[config.mk]
export PLATFORM = sky130hd
export DESIGN_NAME = ddr_serializer_flat
export DESIGN_NICKNAME = d
export VERILOG_FILES = /design/src/rtl/ddr_ser_pkg.sv /design/src/rtl/ddr_serializer_if.sv /design/src/rtl/ddr_out_cell.sv /design/src/rtl/ddr_serializer.sv /design/src/flat_wrapper.sv
export SDC_FILE = /design/constraint.sdc
export NUM_CORES = 1
export LEC_CHECK = 0
export ABC_CLOCK_PERIOD_IN_PS = 1850
export CORE_AREA = 2 2 96 79
export CTS_BUF_LIST = sky130_fd_sc_hd__clkbuf_16
export DETAILED_ROUTE_END_ITERATION = 10
export DIE_AREA = 0 0 98 81
export HOLD_SLACK_MARGIN = 0.03
export PLACE_DENSITY = 0.74
export SKIP_CTS_REPAIR_TIMING = 1
export SYNTH_ARGS = -nofsm -noshare
export SYNTH_HDL_FRONTEND = slang
export SYNTH_SLANG_ARGS = --single-unit
[constraint.sdc]
create_clock -name clk -period 1.85 [get_ports clk]
set_input_delay 0.185 -clock clk [delete_from_list [all_inputs] [get_ports clk]]
set_output_delay 0.185 -clock clk [all_outputs]
set_load 0.05 [all_outputs]
[src/rtl/ddr_ser_pkg.sv]
// Shared types and geometry helpers for the DDR word serializer.
package ddr_ser_pkg;

  typedef enum logic {
    IDLE = 1'b0,
    SEND = 1'b1
  } state_e;

  // Beats (full clock cycles) needed to send one word.
  function automatic int unsigned slots(input int unsigned word_w, input int unsigned lane_w);
    return word_w / (2 * lane_w);
  endfunction

  // A word must split into a whole number of hi/lo beat pairs.
  function automatic bit geometry_ok(input int unsigned word_w, input int unsigned lane_w);
    return (lane_w != 0) && (word_w != 0) && ((word_w % (2 * lane_w)) == 0);
  endfunction

endpackage

[src/rtl/ddr_serializer_if.sv]
// FIFO-side and pin-side signal bundle of the DDR word serializer.
interface ddr_serializer_if #(
  parameter int unsigned WORD_W = 48,
  parameter int unsigned LANE_W = 8,
  parameter int unsigned CNT_W  = 16
);
  logic              enable;
  logic              fifo_empty;
  logic [WORD_W-1:0] in_data;
  logic              rd_req;
  logic [LANE_W-1:0] out_data;
  logic              out_valid;
  logic              out_sof;
  logic [CNT_W-1:0]  underrun_cnt;

  modport master (
    input  enable, fifo_empty, in_data,
    output rd_req, out_data, out_valid, out_sof, underrun_cnt
  );

  modport slave (
    output enable, fifo_empty, in_data,
    input  rd_req, out_data, out_valid, out_sof, underrun_cnt
  );
endinterface

[src/rtl/ddr_out_cell.sv]
// One DDR lane: hi/lo half-beat registers plus the clock-phase output mux.
module ddr_out_cell #(
  parameter int unsigned        LANE_W   = 8,
  parameter logic [LANE_W-1:0]  IDLE_PAT = '0
) (
  input  logic              clk,
  input  logic              reset,
  input  logic [LANE_W-1:0] hi_d,
  input  logic [LANE_W-1:0] lo_d,
  output logic [LANE_W-1:0] out_data
);
  logic [LANE_W-1:0] hi_q;
  logic [LANE_W-1:0] lo_q;

  always_ff @(posedge clk or posedge reset) begin
    if (reset) begin
      hi_q <= IDLE_PAT;
      lo_q <= IDLE_PAT;
    end else begin
      hi_q <= hi_d;
      lo_q <= lo_d;
    end
  end

  // hi half-beat while clk is high, lo half-beat while clk is low.
  assign out_data = clk ? hi_q : lo_q;
endmodule

[src/rtl/ddr_serializer.sv]
// Pulls words from a show-ahead FIFO and emits them MSB-first as DDR half-beats.
module ddr_serializer
  import ddr_ser_pkg::*;
#(
  parameter int unsigned       WORD_W   = 48,
  parameter int unsigned       LANE_W   = 8,
  parameter logic [LANE_W-1:0] IDLE_PAT = '0,
  parameter int unsigned       CNT_W    = 16
) (
  input logic              clk,
  input logic              reset,
  ddr_serializer_if.master bus
);
  localparam int unsigned SLOTS  = slots(WORD_W, LANE_W);
  localparam int unsigned SLOT_W = (SLOTS > 1) ? $clog2(SLOTS) : 1;
  localparam int unsigned BEAT_W = 2 * LANE_W;
  localparam logic [SLOT_W-1:0] LAST_SLOT = SLOT_W'(SLOTS - 1);

  if (!geometry_ok(WORD_W, LANE_W)) begin : g_bad_geometry
    $error("ddr_serializer: WORD_W must be a nonzero multiple of 2*LANE_W");
  end

  state_e            state_q, state_d;
  logic [SLOT_W-1:0] slot_q, slot_d;
  logic [WORD_W-1:0] shift_q, shift_d;
  logic              valid_q, valid_d;
  logic              sof_q, sof_d;
  logic [CNT_W-1:0]  cnt_q, cnt_d;
  logic [LANE_W-1:0] hi_d, lo_d;
  logic              slot_free;
  logic              load_ok;

  // A new word may start only when nothing is in flight or the last beat is going out.
  assign slot_free  = (state_q == IDLE) || (slot_q == LAST_SLOT);
  assign load_ok    = bus.enable && !bus.fifo_empty && slot_free;
  assign bus.rd_req = load_ok && !reset;

  always_comb begin
    state_d = state_q;
    slot_d  = slot_q;
    shift_d = shift_q;
    hi_d    = IDLE_PAT;
    lo_d    = IDLE_PAT;
    valid_d = 1'b0;
    sof_d   = 1'b0;
    cnt_d   = cnt_q;

    if (load_ok) begin
      hi_d    = bus.in_data[WORD_W-1 -: LANE_W];
      lo_d    = bus.in_data[WORD_W-LANE_W-1 -: LANE_W];
      shift_d = bus.in_data << BEAT_W;
      slot_d  = '0;
      state_d = SEND;
      valid_d = 1'b1;
      sof_d   = 1'b1;
    end else if (state_q == SEND && slot_q != LAST_SLOT) begin
      hi_d    = shift_q[WORD_W-1 -: LANE_W];
      lo_d    = shift_q[WORD_W-LANE_W-1 -: LANE_W];
      shift_d = shift_q << BEAT_W;
      slot_d  = slot_q + SLOT_W'(1);
      valid_d = 1'b1;
    end else begin
      state_d = IDLE;
      slot_d  = '0;
    end

    // Every word slot missed while running counts once, saturating.
    if (bus.enable && bus.fifo_empty && slot_free && cnt_q != '1) begin
      cnt_d = cnt_q + CNT_W'(1);
    end
  end

  always_ff @(posedge clk or posedge reset) begin
    if (reset) begin
      state_q <= IDLE;
      slot_q  <= '0;
      shift_q <= '0;
      valid_q <= 1'b0;
      sof_q   <= 1'b0;
      cnt_q   <= '0;
    end else begin
      state_q <= state_d;
      slot_q  <= slot_d;
      shift_q <= shift_d;
      valid_q <= valid_d;
      sof_q   <= sof_d;
      cnt_q   <= cnt_d;
    end
  end

  ddr_out_cell #(
    .LANE_W   (LANE_W),
    .IDLE_PAT (IDLE_PAT)
  ) u_out_cell (
    .clk      (clk),
    .reset    (reset),
    .hi_d     (hi_d),
    .lo_d     (lo_d),
    .out_data (bus.out_data)
  );

  assign bus.out_valid    = valid_q;
  assign bus.out_sof      = sof_q;
  assign bus.underrun_cnt = cnt_q;
endmodule

[src/flat_wrapper.sv]
// flat-port wrapper written by rule: the top's interface ports become plain ports
module ddr_serializer_flat import ddr_ser_pkg::*;
#(
  parameter int unsigned       WORD_W   = 48,
  parameter int unsigned       LANE_W   = 8,
  parameter logic [LANE_W-1:0] IDLE_PAT = '0,
  parameter int unsigned       CNT_W    = 16
)
  (clk, reset, bus_enable, bus_fifo_empty, bus_in_data, bus_rd_req, bus_out_data, bus_out_valid, bus_out_sof, bus_underrun_cnt);
  ddr_serializer_if #(.WORD_W(WORD_W), .LANE_W(LANE_W), .CNT_W(CNT_W)) bus_i ();
  input logic clk;
  input logic reset;
  input wire logic [$bits(bus_i.enable)-1:0] bus_enable;
  input wire logic [$bits(bus_i.fifo_empty)-1:0] bus_fifo_empty;
  input wire logic [$bits(bus_i.in_data)-1:0] bus_in_data;
  output wire logic [$bits(bus_i.rd_req)-1:0] bus_rd_req;
  output wire logic [$bits(bus_i.out_data)-1:0] bus_out_data;
  output wire logic [$bits(bus_i.out_valid)-1:0] bus_out_valid;
  output wire logic [$bits(bus_i.out_sof)-1:0] bus_out_sof;
  output wire logic [$bits(bus_i.underrun_cnt)-1:0] bus_underrun_cnt;
  assign bus_i.enable = bus_enable;
  assign bus_i.fifo_empty = bus_fifo_empty;
  assign bus_i.in_data = bus_in_data;
  assign bus_rd_req = bus_i.rd_req;
  assign bus_out_data = bus_i.out_data;
  assign bus_out_valid = bus_i.out_valid;
  assign bus_out_sof = bus_i.out_sof;
  assign bus_underrun_cnt = bus_i.underrun_cnt;
  ddr_serializer #(.WORD_W(WORD_W), .LANE_W(LANE_W), .IDLE_PAT(IDLE_PAT), .CNT_W(CNT_W)) u_core (.clk(clk), .reset(reset), .bus(bus_i));
endmodule
Word-level counts from Yosys, hierarchy flattened
Index checks and enable logic that the tools add are counted.
- eq/ne operators: 4
- add/sub/neg operators: 2
- reductions and logical operators: 11
- multipliers: 0
- div/mod/pow operators: 0
- shifts and indexed selects: 0
- bitwise logic cells: 1
- $lt $le $gt $ge: 0
- muxes and demuxes: 14
- operators by type and width (kind ; count):
    $mux W48 ; 2
    $mux W8 ; 5
    $add A16 B1 Y16 const B ; 1
    $ne A16 B16 Y1 const B ; 1
    $logic_and A1 B1 Y1 ; 7
    $mux W1 ; 5
    $mux W2 ; 2
    $add A2 B1 Y2 const B ; 1
    $eq A2 B2 Y1 const B ; 1
    $logic_not A1 Y1 ; 2
    $ne A2 B1 Y1 const B ; 1
    $ne A2 B2 Y1 const B ; 1
    $reduce_bool A2 Y1 ; 1
    $logic_or A1 B1 Y1 ; 1
    $not A1 Y1 ; 1
- ROM bits: 0
- output and inout port bits: 27
- register bits: 85
- bits in writable memories: 0
- word-level logic and storage cells: 40
- latch bits: 0
- memories: 0
- input bits: 52

Depth between registers and ports, before layout
Gate-level depths: netlist of the first run.
- word-level depth: 4
- mapped depth: 8
- gate-level depth less buffers: 6

Hierarchy
From an unflattened synthesis of the first run, not the netlist that was laid out.
- cells, all modules: 293
- area total of the unflattened synthesis: 3045.4 µm²
- modules (own cells, without submodules) (module ; sequential area each (µm²) ; cells an instance ; area an instance (µm²) ; instances):
    ddr_serializer ; 1326.3 ; 267 ; 2509.9 ; 1
    ddr_out_cell ; 400.4 ; 26 ; 535.5 ; 1

==> results of run 1 <==
registers in the layout (all words and copies together) (netlist names):
signal / flops
u_core.state_q: 1
u_core.bus.underrun_cnt: 16
u_core.bus.out_sof: 1
u_core.bus.out_valid: 1
u_core.slot_q: 2
u_core.shift_q: 32
u_core.u_out_cell.lo_q: 8
u_core.u_out_cell.hi_q: 8
synth_stat cells, types with 2 or more instances:
master / n / area (µm²)
nand4_1: 4 / 25.02
a31oi_1: 16 / 100.1
nor3_1: 5 / 25.02
buf_6: 2 / 22.52
nand2_1: 74 / 277.8
dfrtp_1: 69 / 1727
a21oi_1: 16 / 80.08
mux2_2: 8 / 90.09
and3_1: 3 / 18.77
nor4_1: 4 / 25.02
xnor2_1: 2 / 17.52
nor2b_1: 2 / 12.51
a22o_1: 16 / 140.1
xor2_1: 11 / 96.34
ha_1: 2 / 25.02
nor4_4: 2 / 42.54
nor2_1: 21 / 78.83
nand2b_1: 2 / 12.51
clkbuf_1: 17 / 63.81
mux2_1: 2 / 22.52
inv_1: 3 / 11.26
nand3_1: 6 / 30.03
kinds of logic (layout without fill, tap and decap cells):
kind of cell	after synthesis	after routing
adders and majority gates	2	2
and+or+nand+nor	128	128
muxes	11	11
buffers and inverters	23	115
DFF	69	69
AOI/OAI and AO/OA	48	48
xor gates and xnor gates	13	13
power groups by stage:
stage	Clock [µW]	Combinational (µW)	Sequential [µW]
6_report	3250	1870	2260
5_1_grt	3400	2060	2310
4_1_cts	3340	1700	2260
3_5_place_dp	892	1690	2280
3_3_place_gp	892	1660	2260
2_1_floorplan	724	991	2410
final timing paths:
kind | startpoint | endpoint | slack [ns]
min in group clk | bus_in_data[12] | u_core.shift_q[28] | 0.30
max reg2reg | u_core.slot_q[0] | u_core.bus.underrun_cnt[13] | 0.08
min reg2reg | u_core.slot_q[0] | u_core.slot_q[0] | 0.45
max | clk | bus_out_data[4] | -0.02
max in group asynchronous | reset | u_core.bus.underrun_cnt[5] | 1.26
min | reset | u_core.shift_q[17] | 0.29
layout make-up:
type                       instances  area, µm²  share of cell area (%)
clock buffer                      21      386.6                   8.612
clock inverter                     7      106.4                   2.369
inverter                           3      15.01                  0.3344
multi-input combinational        202       1230                   27.40
sequential                        69       1730                   38.55
tap                               90      112.6                   2.508
timing repair buffer              84      908.4                   20.23
layer usage:
| layer | GRT usage [%] | up-vias | wire length [µm] |
|---|---|---|---|
| met5 | 0 | - | 0 |
| met4 | 10.56 | 0 | 129 |
| met3 | 5.938 | 11 | 443 |
| met2 | 27.47 | 82 | 3533 |
| li1 | - | 1183 | - |
| met1 | 25.78 | 1198 | 3528 |
metrics by stage:
| stage | hold slack, ns | total power [µW] | std cells |
|---|---|---|---|
| 3_5_place_dp | 0.4177 | 4856 | 453 |
| 2_1_floorplan | 0.3157 | 4128 | 294 |
| 5_1_grt | 0.2941 | 7767 | 476 |
| 4_1_cts | 0.2718 | 7290 | 473 |
| 6_report | 0.2869 | 7384 | 476 |
| 3_3_place_gp | 0.4135 | 4805 | 453 |
worst reg2reg max path, cell delays in order (launching register included):
cell and delay, ns:
dfrtp_1 0.38, inv_1 0.06, ha_2 0.19, nor2b_4 0.06, or4_4 0.51, nor4_4 0.31, xor2_1 0.17
==> impl_metrics.tcl, run 1 <==
set metrics [dict create \
    run_status "finished, violations left" \
    violations "negative setup slack" \
    slew_headroom_pct 65.09 \
    vias 2474 \
    first_iter_violations 176 \
    worst_pin_slew_ns 0.5228 \
    report.final.slew_viol_count 0 \
    grt_pass1_vias 2365 \
    crit_buf_inv 3 \
    pwr-share-clk_pct 44.0 \
    core_area_mm2 0.007112 \
    ys_seq_area_share_pct 57.45 \
    design_area_mm2 0.004489 \
    yosysWarnings 0 \
    async_flop_share_pct 100.0 \
    die_h_um 81 \
    postLayoutCoreUtil_pct 63.12 \
    cellLeakagePower_uw 0.002212 \
    cts_tree "done" \
    place_ws_ns -0.2357 \
    layout-drive-gt1-share_pct 16.06 \
    max_stage_delay_ns 0.28 \
    synth_ff_type "dfrtp_1" \
    reg2reg_depth 6 \
    row_count 28 \
    drv_cap 0 \
    avgRoutedWirePerCell_um 16.04 \
    setup-tns-final_ns -0.02320 \
    grt_max_degree 70 \
    antenna_found_initial 0 \
    synth_top_family_by_area "simple AND/OR/NAND/NOR gates" \
    gr-usage-all-layers_pct 19.05 \
    routed_wl_mm 7.635 \
    start_util_pct 42.26 \
    netSwitchingFraction_pct 35.25 \
    path_cells "clkbuf_16, clkbuf_16, mux2_2, buf_2" \
    fin_ws_ns -0.02320 \
    final_hold_viol_count 0 \
    comb_power_share_pct 25.3 \
    vias_per_cell 5.197 \
    ios 79 \
    synth_cell_types 29 \
    synthSimpleGateAreaFrac_pct 19.78 \
    final_common_cell "nand2_1" \
    yosys-mux-area-fraction_pct 4.080 \
    syn-cell-area_mm2 0.003005 \
    overflow 0 \
    synth_adder_area_share_pct 0.8326 \
    fin_skew_ns 0.004008 \
    endpoint_kind "primary output" \
    synth-compound-area-share_pct 10.66 \
    gp_congestion 0.8814 \
    synth_nets 348 \
    io_buffers 78 \
    fillers 547 \
    rsz0062_at_grt "true" \
    hp-class "in2async" \
    p_per_area_mw_per_mm2 1645 \
    cp.required_ns 1.66 \
    worstSetupPathType "clk2out" \
    fp.dieArea_mm2 0.007938 \
    p_int_uw 4781 \
    avgSynthCellArea_um2 10.22 \
    synthCells 294 \
    final_antenna_net_count 0 \
    dr.pass1.iters 4 \
    synth_edf_count 0 \
    layout_common_cells "74 x nand2_1, 66 x dfrtp_1, 54 x clkdlybuf4s50_1" \
    path_max_fanout 4 \
    clk_pin_slew_ns 0.05 \
    cp.depth 4 \
    dpl_cell_area_mm2 0.003948 \
    antennaDiodeCount 0 \
    power.switching_uw 2603 \
    cp-start-kind "clock port" \
    clk_latency_ns 0.43 \
    pwr-share-seq_pct 30.7 \
    crit_path_top_delay_cell "mux2_2" \
    cpLargestDelayFamily "buffers and inverters" \
    cp.arrival_ns 1.69 \
    cp_common_cell "clkbuf_16" \
    synth_xor_xnor_area_share_pct 3.789 \
    synth_seq_cells 69 \
    fin_nets 435 \
    remaining_drc_errors 0 \
    syn_to_final_growth_pct 49.38 \
    ir_drop_v 0.0007090 \
    setup_viol 1 \
    die_w_um 98 \
    dp_hpwl_mm 4.940 \
    grt_pass1_wl_mm 11.52 \
]
No activity file was read; power rests on OpenSTA's default activity.
==> inputs of run 2 (changes only) <==
Settings changed: SETUP_SLACK_MARGIN set to 0.2.
==> run 2 against run 1 <==
Effect of this change: the run still ends with negative setup slack left; highest routed layer unchanged; clock skew shrank 0.00091 ns; count of clock-buffer cells in the layout is the same; final cell count rose by 4.0%; largest cell class unchanged; setup slack gained 0.014 ns; power rose by 4.5%; non-clock buffer count increased by 18.
==> impl_metrics.tcl, run 2 (synthesized netlist as in run 1, its figures left out) <==
set metrics [dict create \
    cp-start-kind "clock port" \
    setup-tns-final_ns -0.008850 \
    violations "negative setup slack" \
    min_from "bus_in_data[0]" \
    gp_congestion 0.8154 \
    first_iter_violations 252 \
    dp_hpwl_mm 5.204 \
    worst_pin_slew_ns 0.5185 \
    dpl_cell_area_mm2 0.004001 \
    io_buffers 78 \
    grt_pass1_wl_mm 12.33 \
    reg2reg_to "u_core.bus.underrun_cnt[13]" \
    reg2reg_depth 6 \
    rsz0062_at_grt "true" \
    drv_cap 0 \
    clk_latency_ns 0.45 \
    antenna_found_initial 0 \
    fin_skew_ns 0.003099 \
    ir_drop_v 0.0007189 \
    hold_end "u_core.shift_q[16]" \
    layout-drive-gt1-share_pct 27.16 \
    cp_common_cell "clkbuf_16" \
    die_h_um 81 \
    antennaDiodeCount 0 \
    die_w_um 98 \
    run_status "finished, violations left" \
    largest_register_ffs 32 \
    row_count 28 \
    max_stage_delay_ns 0.26 \
    fin_nets 453 \
    cts_tree "done" \
    vias_per_cell 5.432 \
    cpLargestDelayFamily "buffers and inverters" \
    layout_common_cells "74 x nand2_1, 53 x dfrtp_1, 51 x clkdlybuf4s50_1" \
    routed_wl_mm 8.639 \
    reg2reg_slack_ns 0.01 \
    ios 79 \
    remaining_drc_errors 0 \
    endpoint_kind "primary output" \
    grt_max_degree 37 \
    fillers 499 \
    report.final.slew_viol_count 0 \
    p_per_area_mw_per_mm2 1612 \
    fp.dieArea_mm2 0.007938 \
    dr.pass1.iters 5 \
    clk_pin_slew_ns 0.06 \
    setup_viol 1 \
    gr-usage-all-layers_pct 21.01 \
    final_common_cell "nand2_1" \
    path_max_fanout 5 \
    syn_to_final_growth_pct 59.33 \
    fin_ws_ns -0.008850 \
    avgRoutedWirePerCell_um 17.45 \
    cp.required_ns 1.66 \
    final_antenna_net_count 0 \
    core_area_mm2 0.007112 \
    r2r_start "u_core.bus.underrun_cnt[11]" \
    vias 2689 \
    cellLeakagePower_uw 0.002315 \
    start_util_pct 42.26 \
    hp-class "in2reg" \
    regMostFlops "u_core.shift_q" \
    crit_path_top_delay_cell "mux2_2" \
    overflow 0 \
    min_path_cells 3 \
    crit_buf_inv 3 \
    final_hold_viol_count 0 \
    slew_headroom_pct 65.37 \
    design_area_mm2 0.004788 \
    cp.arrival_ns 1.67 \
    placed_cells 457 \
    finalNonFillerCells 495 \
    worstSetupPathType "clk2out" \
    path_cells "clkbuf_16, clkbuf_16, mux2_2, buf_2" \
    whs_ns 0.2818 \
    grt_pass1_vias 2574 \
]
## run 2: cell count changes in the layout (fill, tap and decap cells not counted), sizes merged
cell,previous run,this run
buf,22,41
clkinv,2,1
clkdlybuf4s50,54,51
inv,4,6
bufinv,3,1
dlymetal6s2s,15,17
clkinvlp,1,3
## run 2: layout make-up
type / count / area (µm²) / area share [%]
Timing Repair Buffer: 102 / 1052 / 21.98
Clock buffer: 21 / 431.7 / 9.015
Tap cell: 90 / 112.6 / 2.352
Multi-Input combinational cell: 202 / 1346 / 28.12
Sequential cell: 69 / 1747 / 36.48
Inverter: 3 / 15.01 / 0.3136
Clock inverter: 8 / 83.83 / 1.751
## run 2: metrics by stage
step           power (µW)  util (%)  worst slack (ns)
4_1_cts              7269     62.02           -0.5707
3_3_place_gp         4879     56.26           -0.2357
6_report             7718     67.33         -0.008850
3_5_place_dp         4929     56.26           -0.2357
2_1_floorplan        4213         -          -0.02428
5_1_grt              8062     67.33          -0.04918
## run 2: worst max-delay path by stage
| stage | to | from | slack (ns) | cells past startpoint |
|---|---|---|---|---|
| detailed placement | bus_out_data[5] | clk | -0.24 | 2 |
| floorplan | u_core.bus.underrun_cnt[11] | u_core.slot_q[0] | -0.02 | 8 |
| CTS | bus_out_data[5] | clk | -0.57 | 4 |
| global placement | bus_out_data[4] | clk | -0.24 | 2 |
| global route | u_core.bus.underrun_cnt[13] | u_core.bus.underrun_cnt[11] | -0.05 | 6 |
| finish | bus_out_data[5] | clk | -0.009 | 4 |
## run 2: report_power, final
group	switching, µW	internal (µW)	total [µW]
Clock	1410	1900	3310
Sequential	312	1990	2300
Combinational	1170	934	2100
## run 2: routing by layer
metal | vias up | GRT usage, % | share of wire (%)
met4 | 0 | 12.64 | 3.7
met2 | 132 | 29.86 | 46
met1 | 1301 | 26.95 | 42
met3 | 30 | 8.778 | 8.2
li1 | 1226 | - | -
met5 | - | 0 | 0
## run 2: worst min-delay path: cells and delay by family
kind            cells  cell delay [ns]
simple gates        1             0.06
buf+inv             1             0.40
compound gates      1             0.05
==> inputs of run 3 (changes only) <==
Settings changed: CORE_AREA 2 2 96 79 to 2 2 107 88, DIE_AREA 0 0 98 81 to 0 0 109 90, PLACE_DENSITY 0.74 to 0.61, RECOVER_POWER set to 50.
==> run 3 against run 2 <==
Effect of this change: the flow still finishes with violations (negative setup slack); clock power increased by 2%; clock skew up 0.0049 ns; sequential share of layout area shrank 0.90 points; final cell count increased by 5.5%; setup slack worse by 0.0022 ns; hold slack better by 0.0036 ns; sequential power about the same; count of clock-buffer cells in the layout is the same.
==> impl_metrics.tcl, run 3 (synthesized netlist as in run 1, its figures left out) <==
set metrics [dict create \
    run_status "finished, violations left" \
    violations "negative setup slack" \
    ir_drop_v 0.0008186 \
    regMostFlops "u_core.shift_q" \
    slew_headroom_pct 45.34 \
    clk_pin_slew_ns 0.06 \
    syn_to_final_growth_pct 63.36 \
    cts_tree "done" \
    ios 79 \
    report.final.slew_viol_count 0 \
    max_stage_delay_ns 0.26 \
    cpLargestDelayFamily "buffers and inverters" \
    remaining_drc_errors 0 \
    final_common_cell "nand2_1" \
    worstSetupPathType "clk2out" \
    cp-start-kind "clock port" \
    die_w_um 109 \
    multiInputGateArea_mm2 0.001418 \
    layout_common_cells "73 x nand2_1, 53 x dfrtp_1, 50 x clkdlybuf4s50_1" \
    setup_viol 1 \
    vias_per_cell 4.925 \
    crit_buf_inv 3 \
    routed_wl_mm 8.482 \
    place_ws_ns -0.2357 \
    dp_hpwl_mm 5.210 \
    largest_register_ffs 32 \
    start_util_pct 34.13 \
    fp.dieArea_mm2 0.009810 \
    clk_latency_ns 0.44 \
    final_antenna_net_count 0 \
    dpl_cell_area_mm2 0.004078 \
    fillers 749 \
    grt_pass1_vias 2574 \
    vias 2571 \
    gr-usage-all-layers_pct 17.39 \
    row_count 31 \
    crit_path_top_delay_cell "mux2_2" \
    first_iter_violations 101 \
    gp_congestion 0.8044 \
    endpoint_kind "primary output" \
    layout-drive-gt1-share_pct 26.78 \
    cp_common_cell "clkbuf_16" \
    fin_ws_ns -0.01103 \
    p_per_area_mw_per_mm2 1598 \
    total_power_uw 7847 \
    postLayoutCoreUtil_pct 55.76 \
    final_hold_viol_count 0 \
    die_h_um 90 \
    antennaDiodeCount 0 \
    worst_pin_slew_ns 0.8186 \
    core_area_mm2 0.008805 \
    dr.pass1.iters 4 \
    grt_max_degree 37 \
    io_buffers 78 \
    avgRoutedWirePerCell_um 16.25 \
    cellLeakagePower_uw 0.002379 \
    ff_latch_area_mm2 0.001747 \
    hp-class "in2reg" \
    cp.required_ns 1.66 \
    antenna_found_initial 0 \
    overflow 0 \
    fin_nets 456 \
    path_cells "clkbuf_16, clkbuf_16, mux2_2, buf_2" \
    design_area_mm2 0.004910 \
    path_max_fanout 5 \
    fin_skew_ns 0.008013 \
    drv_cap 0 \
    cp.arrival_ns 1.68 \
    grt_pass1_wl_mm 12.81 \
    rsz0062_at_grt "true" \
]
[run 3: cell count changes in the layout (fill, tap and decap cells not counted), sizes merged, moves of 2 or more]
cell,before,now
clkbuf,14,17
inv,6,4
dlymetal6s2s,17,19
buf,41,39
[run 3: report_power, final]
group	switching [µW]	total, µW	internal [µW]	leakage, µW
registers	291	2280	1990	0.000873
clock network	1350	3370	2020	0.000306
logic	1210	2200	988	0.00120
total	2850	7850	5000	0.00238
[run 3: final timing paths]
kind                       cells after the start                     endpoint  slack [ns]                   startpoint
setup reg to reg                               6    u_core.u_out_cell.hi_q[5]        0.02             u_core.slot_q[0]
setup / recovery                               4              bus_out_data[5]       -0.01                          clk
hold / removal                                 3           u_core.shift_q[23]        0.29               bus_in_data[7]
min in group asynchronous                      2           u_core.shift_q[29]        0.34                        reset
hold reg to reg                                1  u_core.bus.underrun_cnt[15]        0.48  u_core.bus.underrun_cnt[15]
max in group asynchronous                      3  u_core.bus.underrun_cnt[13]        0.29                        reset
[run 3: worst register-to-register path: cells and delay by family (launching register included)]
family | cells | cell delay, ns
adders and majority gates | 1 | 0.17
AOI/OAI and AO/OA | 1 | 0.25
buffers and inverters | 3 | 0.85
DFF | 1 | 0.35
and+or+nand+nor | 1 | 0.15
[run 3: cell type report]
cell class              instances  area share [%]
inverters                       3          0.2548
well taps                     115           2.931
repair buffers                105           21.79
flip-flops and latches         69           35.58
multi-input cells             202           28.87
clock buffers                  21           8.869
clock inverters                 7           1.707
[run 3: metrics by stage]
stage / instances / hold WS, ns / setup TNS (ns)
6_report: 522 / 0.2853 / -0.01103
3_5_place_dp: 481 / 0.4416 / -1.912
2_1_floorplan: 294 / 0.3157 / -0.02428
4_1_cts: 501 / 0.1525 / -4.725
5_1_grt: 522 / 0.2929 / -0.1084
3_3_place_gp: 481 / 0.4140 / -1.870
[run 3: per-layer routing]
| layer | global-route usage, % | part of all wire (%) | vias up |
|---|---|---|---|
| met5 | 0 | 0 | - |
| met4 | 8.654 | 1.3 | 0 |
| met3 | 5.801 | 5.6 | 11 |
| met2 | 23.86 | 47 | 76 |
| met1 | 24.29 | 46 | 1253 |
| li1 | - | - | 1231 |
